===== config.mk =====
export PLATFORM = sky130hd
export DESIGN_NAME = hazard_unit_mc
export DESIGN_NICKNAME = d
export VERILOG_FILES = /design/src/rtl/hazard_pkg.sv /design/src/rtl/mc_scoreboard.sv /design/src/rtl/hazard_unit_mc.sv
export SDC_FILE = /design/constraint.sdc
export NUM_CORES = 1
export LEC_CHECK = 0
export ABC_AREA = 1
export BUFFER_PORTS_ARGS = -buffer_cell sky130_fd_sc_hd__buf_2
export CORE_UTILIZATION = 46
export CTS_CLUSTER_SIZE = 25
export DETAILED_ROUTE_END_ITERATION = 10
export HOLD_SLACK_MARGIN = 0.12
export PLACE_DENSITY = 0.76
export SYNTH_ARGS = -nofsm -noshare
export SYNTH_HDL_FRONTEND = slang
export SYNTH_HIERARCHICAL = 1
export SYNTH_SLANG_ARGS = --single-unit

===== constraint.sdc =====
create_clock -name clk -period 2.56 [get_ports clk]
set_input_delay 0.384 -clock clk [delete_from_list [all_inputs] [get_ports clk]]
set_output_delay 0.384 -clock clk [all_outputs]
set_load 0.02 [all_outputs]

===== src/rtl/hazard_pkg.sv =====
// Shared widths, the zero-register index and the priority-case encoding for the hazard unit.
package hazard_pkg;
    localparam int REG_W_DEF = 5;
    localparam int LAT_W_DEF = 5;
    localparam int REG_ZERO  = 0;

    typedef enum logic [2:0] {
        PC_FREEZE   = 3'd0,
        PC_REDIRECT = 3'd1,
        PC_STALL    = 3'd2,
        PC_JFLUSH   = 3'd3,
        PC_RUN      = 3'd4
    } prio_e;
endpackage


===== src/rtl/mc_scoreboard.sv =====
// Single-entry scoreboard for one in-flight multi-cycle op: holds its destination,
// counts down its latency and flags RAW hits from the ID sources.
module mc_scoreboard
    import hazard_pkg::*;
#(
    parameter int REG_W = REG_W_DEF,
    parameter int LAT_W = LAT_W_DEF
) (
    input  logic             clk,
    input  logic             reset,
    input  logic             accept,
    input  logic [REG_W-1:0] mc_dst,
    input  logic [LAT_W-1:0] mc_lat,
    input  logic [REG_W-1:0] rs,
    input  logic [REG_W-1:0] rt,
    input  logic             use_rs,
    input  logic             use_rt,
    output logic             mc_raw,
    output logic             pending
);
    logic [REG_W-1:0] dst;
    logic [LAT_W-1:0] cnt;
    logic             rs_hit;
    logic             rt_hit;

    // Zero latency or a write to r0 produces nothing a consumer can wait on.
    always_ff @(posedge clk or negedge reset) begin
        if (!reset) begin
            pending <= 1'b0;
            cnt     <= '0;
            dst     <= '0;
        end else if (accept) begin
            dst     <= mc_dst;
            cnt     <= mc_lat;
            pending <= (mc_lat != '0) && (mc_dst != REG_W'(REG_ZERO));
        end else if (pending) begin
            cnt <= cnt - LAT_W'(1);
            if (cnt == LAT_W'(1)) pending <= 1'b0;
        end
    end

    assign rs_hit = use_rs && (rs != REG_W'(REG_ZERO)) && (rs == dst);
    assign rt_hit = use_rt && (rt != REG_W'(REG_ZERO)) && (rt == dst);
    assign mc_raw = pending && (rs_hit || rt_hit);
endmodule


===== src/rtl/hazard_unit_mc.sv =====
// Pipeline hazard controller: freeze/redirect/stall/jump-flush priority mux plus mc scoreboard.
// Optional HAZARD_PERF_EN adds saturating stall and flush event counters.
module hazard_unit_mc
    import hazard_pkg::*;
#(
    parameter int REG_W = REG_W_DEF,
    parameter int LAT_W = LAT_W_DEF
) (
    input  logic             clk,
    input  logic             reset,
    input  logic [REG_W-1:0] id_rs,
    input  logic [REG_W-1:0] id_rt,
    input  logic             id_use_rs,
    input  logic             id_use_rt,
    input  logic             id_jump,
    input  logic             id_mc_start,
    input  logic [REG_W-1:0] id_mc_dst,
    input  logic [LAT_W-1:0] id_mc_lat,
    input  logic             ex_mem_read,
    input  logic [REG_W-1:0] ex_rt,
    input  logic             ex_branch_taken,
    input  logic             mem_wait,
    output logic             if_write,
    output logic             id_write,
    output logic             id_flush,
    output logic             ex_flush,
    output logic             ex_hold,
    output logic             mc_busy
`ifdef HAZARD_PERF_EN
    ,
    output logic [31:0]      stall_cnt,
    output logic [31:0]      flush_cnt
`endif
);
    logic  load_hz;
    logic  mc_raw;
    logic  mc_struct;
    logic  pending;
    logic  accept;
    prio_e prio;

    assign load_hz = ex_mem_read && (ex_rt != REG_W'(REG_ZERO)) &&
                     ((id_use_rs && (id_rs == ex_rt)) || (id_use_rt && (id_rt == ex_rt)));
    assign mc_struct = id_mc_start && pending;

    always_comb begin
        prio = PC_RUN;
        if (mem_wait)                            prio = PC_FREEZE;
        else if (ex_branch_taken)                prio = PC_REDIRECT;
        else if (load_hz || mc_raw || mc_struct) prio = PC_STALL;
        else if (id_jump)                        prio = PC_JFLUSH;
    end

    always_comb begin
        if_write = 1'b1;
        id_write = 1'b1;
        id_flush = 1'b0;
        ex_flush = 1'b0;
        ex_hold  = 1'b0;
        case (prio)
            PC_FREEZE: begin
                if_write = 1'b0;
                id_write = 1'b0;
                ex_hold  = 1'b1;
            end
            PC_REDIRECT: begin
                id_write = 1'b0;
                id_flush = 1'b1;
                ex_flush = 1'b1;
            end
            PC_STALL: begin
                if_write = 1'b0;
                id_write = 1'b0;
                ex_flush = 1'b1;
            end
            PC_JFLUSH: id_flush = 1'b1;
            default: ;
        endcase
    end

    // An mc op only issues when its ID slot actually advances.
    assign accept  = id_mc_start && ((prio == PC_JFLUSH) || (prio == PC_RUN));
    assign mc_busy = pending;

    mc_scoreboard #(.REG_W(REG_W), .LAT_W(LAT_W)) u_sb (
        .clk     (clk),
        .reset   (reset),
        .accept  (accept),
        .mc_dst  (id_mc_dst),
        .mc_lat  (id_mc_lat),
        .rs      (id_rs),
        .rt      (id_rt),
        .use_rs  (id_use_rs),
        .use_rt  (id_use_rt),
        .mc_raw  (mc_raw),
        .pending (pending)
    );

`ifdef HAZARD_PERF_EN
    always_ff @(posedge clk or negedge reset) begin
        if (!reset) begin
            stall_cnt <= '0;
            flush_cnt <= '0;
        end else begin
            if (((prio == PC_FREEZE) || (prio == PC_STALL)) && (stall_cnt != '1))
                stall_cnt <= stall_cnt + 32'd1;
            if (id_flush && (flush_cnt != '1))
                flush_cnt <= flush_cnt + 32'd1;
        end
    end
`endif
endmodule


== Word-level counts from Yosys, hierarchy flattened ==
Index checks and enable logic that the tools add are counted.
Operators by class
  reduce and logical (&&, ||, !) cells: 28
  multiplexer cells: 14
  shift operators: 0
  divide/modulo/power cells: 0
  bitwise gates (word level): 0
  add/subtract/negate cells: 1
  $lt $le $gt $ge: 0
  multiply operators: 0
  equal/unequal tests: 9
Operator list (number)
  5-bit nonzero test: 5
  5-bit equality test: 4
  1-bit logical AND: 12
  3-bit 2-to-1 mux: 4
  5-bit 2-to-1 mux: 2
  1-bit 2-to-1 mux: 8
  3-bit by 2-bit equality test with 1-bit output (second input constant): 2
  2-bit OR reduction: 3
  5-bit by 1-bit equality test with 1-bit output (second input constant): 1
  1-bit logical OR: 5
  5-bit by 1-bit subtractor with 5-bit output (second input constant): 1
  3-bit by 1-bit equality test with 1-bit output (second input constant): 1
  3-bit equality test (second input constant): 1
  3-bit logical NOT: 1
  3-bit OR reduction: 1
  2-bit nonzero test: 1
Word-level totals
  register bits after elaboration: 11
  memories: 0
  latch bits: 0
  bits of input ports: 34
  RAM bits: 0
  ROM bits: 0
  output and inout port bits: 6

== Logic depth before layout (Yosys ltp) ==
  word-level depth: 14
  gate-level depth with buffers: 16
  depth with buffers taken out: 15

== By module ==
Netlist, hierarchy kept.
Modules (own cells, without submodules)
  mc_scoreboard: area each 768.2 um^2, cells each 119, times used 1
  hazard_unit_mc: area each 285.3 um^2, cells each 72, times used 1

== Worst setup path before layout ==
No wires, ideal clock.
  kind: register to output
  start point: reg u_sb.dst[4]
  end point: out id_flush
  data required time: 2.176 ns
  slack: 0.719 ns
  arrival: 1.457 ns
  cell stages (with the launch flop): 10
  cells stage by stage: dfrtp_1 inv_1 nand2_1 o21ai_0 nor2_1 nand3_1 a21oi_1 a21oi_1 nand2_2 o21ai_0
Between the ends
  word-level cells in the longest chain between the ends: 12
  elaborated cells on any way between the ends: 15
  those cells by class: eq/ne: 4; mux: 4; reduce/logical: 7
Ends and longest elaborated chain
  from (decl): RTL line mc_scoreboard.sv:21  | logic [REG_W-1:0] dst;
  from (signal assigned): RTL line mc_scoreboard.sv:33  | dst <= mc_dst;
  5-bit equality test, on equally long branches: RTL line mc_scoreboard.sv:42, mc_scoreboard.sv:43
  1-bit logical AND, on equally long branches: RTL line mc_scoreboard.sv:42, mc_scoreboard.sv:43
  1-bit logical OR (*): RTL line mc_scoreboard.sv:44  | assign mc_raw = pending && (rs_hit || rt_hit);
  1-bit logical AND (*): RTL line mc_scoreboard.sv:44
  named net mc_raw: RTL line hazard_unit_mc.sv:36  | logic mc_raw;
  1-bit logical OR (*) (2 in series): RTL line hazard_unit_mc.sv:50  | else if (load_hz || mc_raw || mc_struct) prio = PC_STALL;
  3-bit 2-to-1 mux (*): RTL line hazard_unit_mc.sv:50
  3-bit 2-to-1 mux (*): RTL line hazard_unit_mc.sv:49  | else if (ex_branch_taken) prio = PC_REDIRECT;
  3-bit 2-to-1 mux (*): RTL line hazard_unit_mc.sv:48  | if (mem_wait) prio = PC_FREEZE;
  3-bit by 2-bit equality test with 1-bit output or 3-bit by 1-bit equality test with 1-bit output (tied branches): RTL line hazard_unit_mc.sv:60  | case (prio)
  2-bit OR reduction (no line) (*)
  1-bit 2-to-1 mux (*): RTL line hazard_unit_mc.sv:60
  to (decl): RTL line hazard_unit_mc.sv:25  | output logic id_flush,
Mark *: on every way through the listed nets, which the timed path passes. The rest lies on a longest branch.

== Worst setup path in the final report ==
  start point: reg u_sb.dst[2]
  end point: reg u_sb.pending
Between the ends
  word-level cells in the longest chain between the ends: 13
  elaborated cells on any way between the ends: 16
  those cells by class: eq/ne: 4; mux: 4; reduce/logical: 8
Ends and longest elaborated chain
  5-bit equality test, on equally long branches: RTL line mc_scoreboard.sv:42, mc_scoreboard.sv:43
  1-bit logical AND, on equally long branches: RTL line mc_scoreboard.sv:42, mc_scoreboard.sv:43
  1-bit logical OR (*): RTL line mc_scoreboard.sv:44
  1-bit logical AND (*): RTL line mc_scoreboard.sv:44
  named net mc_raw: RTL line hazard_unit_mc.sv:36
  1-bit logical OR (*) (2 in series): RTL line hazard_unit_mc.sv:50
  3-bit 2-to-1 mux (*): RTL line hazard_unit_mc.sv:50
  3-bit 2-to-1 mux (*): RTL line hazard_unit_mc.sv:49
  3-bit 2-to-1 mux (*): RTL line hazard_unit_mc.sv:48
  3-bit by 2-bit equality test with 1-bit output or 3-bit equality test (tied branches): RTL line hazard_unit_mc.sv:82  | assign accept = id_mc_start && ((prio == PC_JFLUSH) || (prio == PC_RUN));
  1-bit logical OR (*): RTL line hazard_unit_mc.sv:82
  1-bit logical AND (*): RTL line hazard_unit_mc.sv:82
  named net accept: RTL line hazard_unit_mc.sv:39  | logic accept;
  1-bit 2-to-1 mux (*): RTL line mc_scoreboard.sv:32  | end else if (accept) begin
  to (signal assigned): RTL line mc_scoreboard.sv:35  | pending <= (mc_lat != '0) && (mc_dst != REG_W'(REG_ZERO));
  to (decl): RTL line mc_scoreboard.sv:19  | output logic pending
Marked as above.
A chain may end at the register's enable or synchronous reset.

==> run metrics <==
largest family of logic cells by synthesized area simple AND/OR/NAND/NOR gates; GP Congestion 0.824; Critical Path Sink Type flop; met2 WL 1.35 mm; Hold Crit Class in -> reg; Fin Hold WS ~350 ps; met3 WL 146 um; Cell Chain, Critical Path inv_1, nand2_1, o21ai_0, inv_1, nand4_1, a21oi_1, a21oi_1, nand2_2, nor2_2, inv_1, nand2_1, inv_1, o21ai_0, nand2_1; ANT cells 0; Pins Over Slew Limit 0; CP max stage delay 490 ps; Detailed Route WL 2.79 mm; TritonCTS clock tree built; largest net degree at the start of global routing 19; port bufs 39; CP arrival 2400 ps; Stages on worst setup path 14; DP HPWL 2.25 mm; placed cell area 0.00127 mm^2; DR WL/cell 10.8 um; Synth Flop Type dfrtp_1; total of max-cap violations 0; XOR/XNOR Fraction of Synth Area 0.0249; Sink Count 11; most common cell in the netlist nand2_1; FMAX about 440 MHz; worst r2r src u_sb/dst[2]; DRC viols 0; final setup violation count 0; post-route cell area 0.00131 mm^2; syn_nets roughly 230; CP required 2710 ps; Worst-Margin Slew 605 ps; Ys Warns 6; post-synthesis compound-gate area fraction 0.120; vias per std cell 4.81; first-pass GRT wire length ~4.7 mm; fin crit period between 2000 and 2500 ps; Reg2Reg Setup Slack roughly 310 ps; remaining antenna violation count after routing 0; TritonCTS buffer count 3; register area 275 um^2; Slew headroom 0.596; synthesized instance count 191; Iteration-0 DRC Markers 28; vias in the first global route 1119; Area growth syn-to-layout 24.1%; min-delay src id_mc_dst[0]; leakage power about 0.80 nW; postcts setup bufs 0; share of cells above drive strength 1 0.211; layout net count approximately 270; Synth top cells by count 76 x nand2_1, 36 x inv_1, 23 x nor2_1, 11 x dfrtp_1, 10 x o21ai_0; initial antenna violation count 0; Worst R2R End u_sb/pending; synth unique cells 22; grt ovf 0; cell taking the most area after synthesis nand2_1; H-tree level count 1; slowest CP cell nor2_2; status finished, final reports clean; CP Capture Point u_sb/pending; setup tns final 0 ps; R2R cell count 14; Fin. Hold Viols 0; Core ar. 0.00206 mm^2; fin crit share 0.878; Max Root-Sink Buffers 2; gr usage total 0.244; Clock transition at path regs ~70 ps; Fill cells 213; Avg Synthesized Cell Area 5.52 um^2; area share of fa/ha/maj cells after synthesis 0.0238; Die X about 50 um; CP bufs+invs 4; area occupied by multi-input gates 624 um^2; WS Path Type reg -> reg; Worst VDD drop 0.427 mV; Top Ports 40; sequential area share after synthesis 0.261; RSZ-0062 raised after global routing no; row count 16; Die Height about 50 um; CP startpoint u_sb/dst[2]; DR top layer met3; Synth Register Bits 11; PwrDens 680 mW/mm^2; mux cell area share after synthesis 0; die footprint 0.00249 mm^2; Clock Latency Late Sink 260 ps; crit path launch type flop; Layout Skew 1.81 ps; CTS Root Cell clkbuf_4; mapped cell area 0.00105 mm^2; area share of and/or/nand/nor cells after synthesis 0.422; total number of vias 1246; post-synth top area share 0.271; Starting Density 0.511; TritonRoute pass-1 iters 4; most used cell, CP inv_1; crit-path max FO 18; Post-synth EDFFs 0; delay-heaviest family, CP simple AND/OR/NAND/NOR gates; ys async rst share 1.00; Metal-1 WL about 1.3 mm; Synth area leaders nand2_1 27%, dfrtp_1 26%, inv_1 13%
[routing by layer]
layer | GRT usage | vias up
li1 | - | 656
met4 | 0.0286 | 0
met2 | 0.448 | 47
met3 | 0.0494 | 0
met1 | 0.296 | 543
met5 | 0 | -
[power by group]
group          switching (mW)  internal [mW]  total, mW  leakage [nW]
clock network          0.0577         0.0602      0.118        0.0150
registers              0.0717          0.248      0.320         0.136
logic                   0.272          0.178      0.451         0.647
total                   0.402          0.487      0.889         0.798
[worst reg2reg max path, cell delays in order, from the launching register on]
cell,delay (ps)
dfrtp_1,380
inv_1,120
nand2_1,70
o21ai_0,80
inv_1,60
nand4_1,80
a21oi_1,70
a21oi_1,140
nand2_2,120
nor2_2,490
inv_1,110
nand2_1,190
inv_1,70
o21ai_0,90
nand2_1,70
[state kept, by name (all words and copies together) (netlist names)]
| register | count |
|---|---|
| u_sb/cnt | 5 |
| u_sb/dst | 5 |
| u_sb/pending | 1 |
[cell families (layout without fill, tap and decap cells)]
family	Yosys count	count (layout)
fa+ha+maj	2	2
flops	11	11
buf+inv	41	82
simple gates	112	112
xor+xnor	3	3
compound gates	22	22
[cells in the final DEF (no fill, tap or decap), drive strengths merged]
cell type,instances
xor2,1
buf,39
nand3,4
nor3,3
ha,2
a22oi,2
xnor2,2
nor2,24
nand4,2
nand2,78
dlygate4sd3,1
a21oi,4
dfrtp,11
clkbuf,4
o211ai,3
inv,38
or2,1
o21ai,13
[layout make-up]
| class | instances | area share |
|---|---|---|
| multi-input cells | 139 | 0.478 |
| repair buffers | 40 | 0.157 |
| flip-flops and latches | 11 | 0.211 |
| well taps | 27 | 0.0258 |
| clock buffers | 4 | 0.0201 |
| inverters | 38 | 0.109 |
[through the flow]
stage / setup WS (ps) / cells / util / power, mW
floorplan: 719 / 191 / - / 0.624
global placement: 80.6 / 254 / 0.615 / 0.742
detailed placement: -64.4 / 254 / 0.615 / 0.764
CTS: 18.1 / 259 / 0.633 / 0.889
global route: 58.8 / 259 / 0.634 / 0.976
finish: 312 / 259 / 0.634 / 0.889
[repair_timing]
item,CTS,global route
endpoints found under the hold margin,11,0
hold buffers,1,0
gates resized for setup,0,1
setup endpoints to repair,0,8
[worst min path at each step]
stage	cells past startpoint	slack, ps	end
floorplan	0	90	u_sb/cnt[0]
global placement	1	260	u_sb/cnt[1]
detailed placement	1	270	u_sb/cnt[1]
CTS	3	340	u_sb/dst[0]
global route	3	350	u_sb/dst[0]
finish	3	350	u_sb/dst[0]
Power figures use the tool's default switching activity.
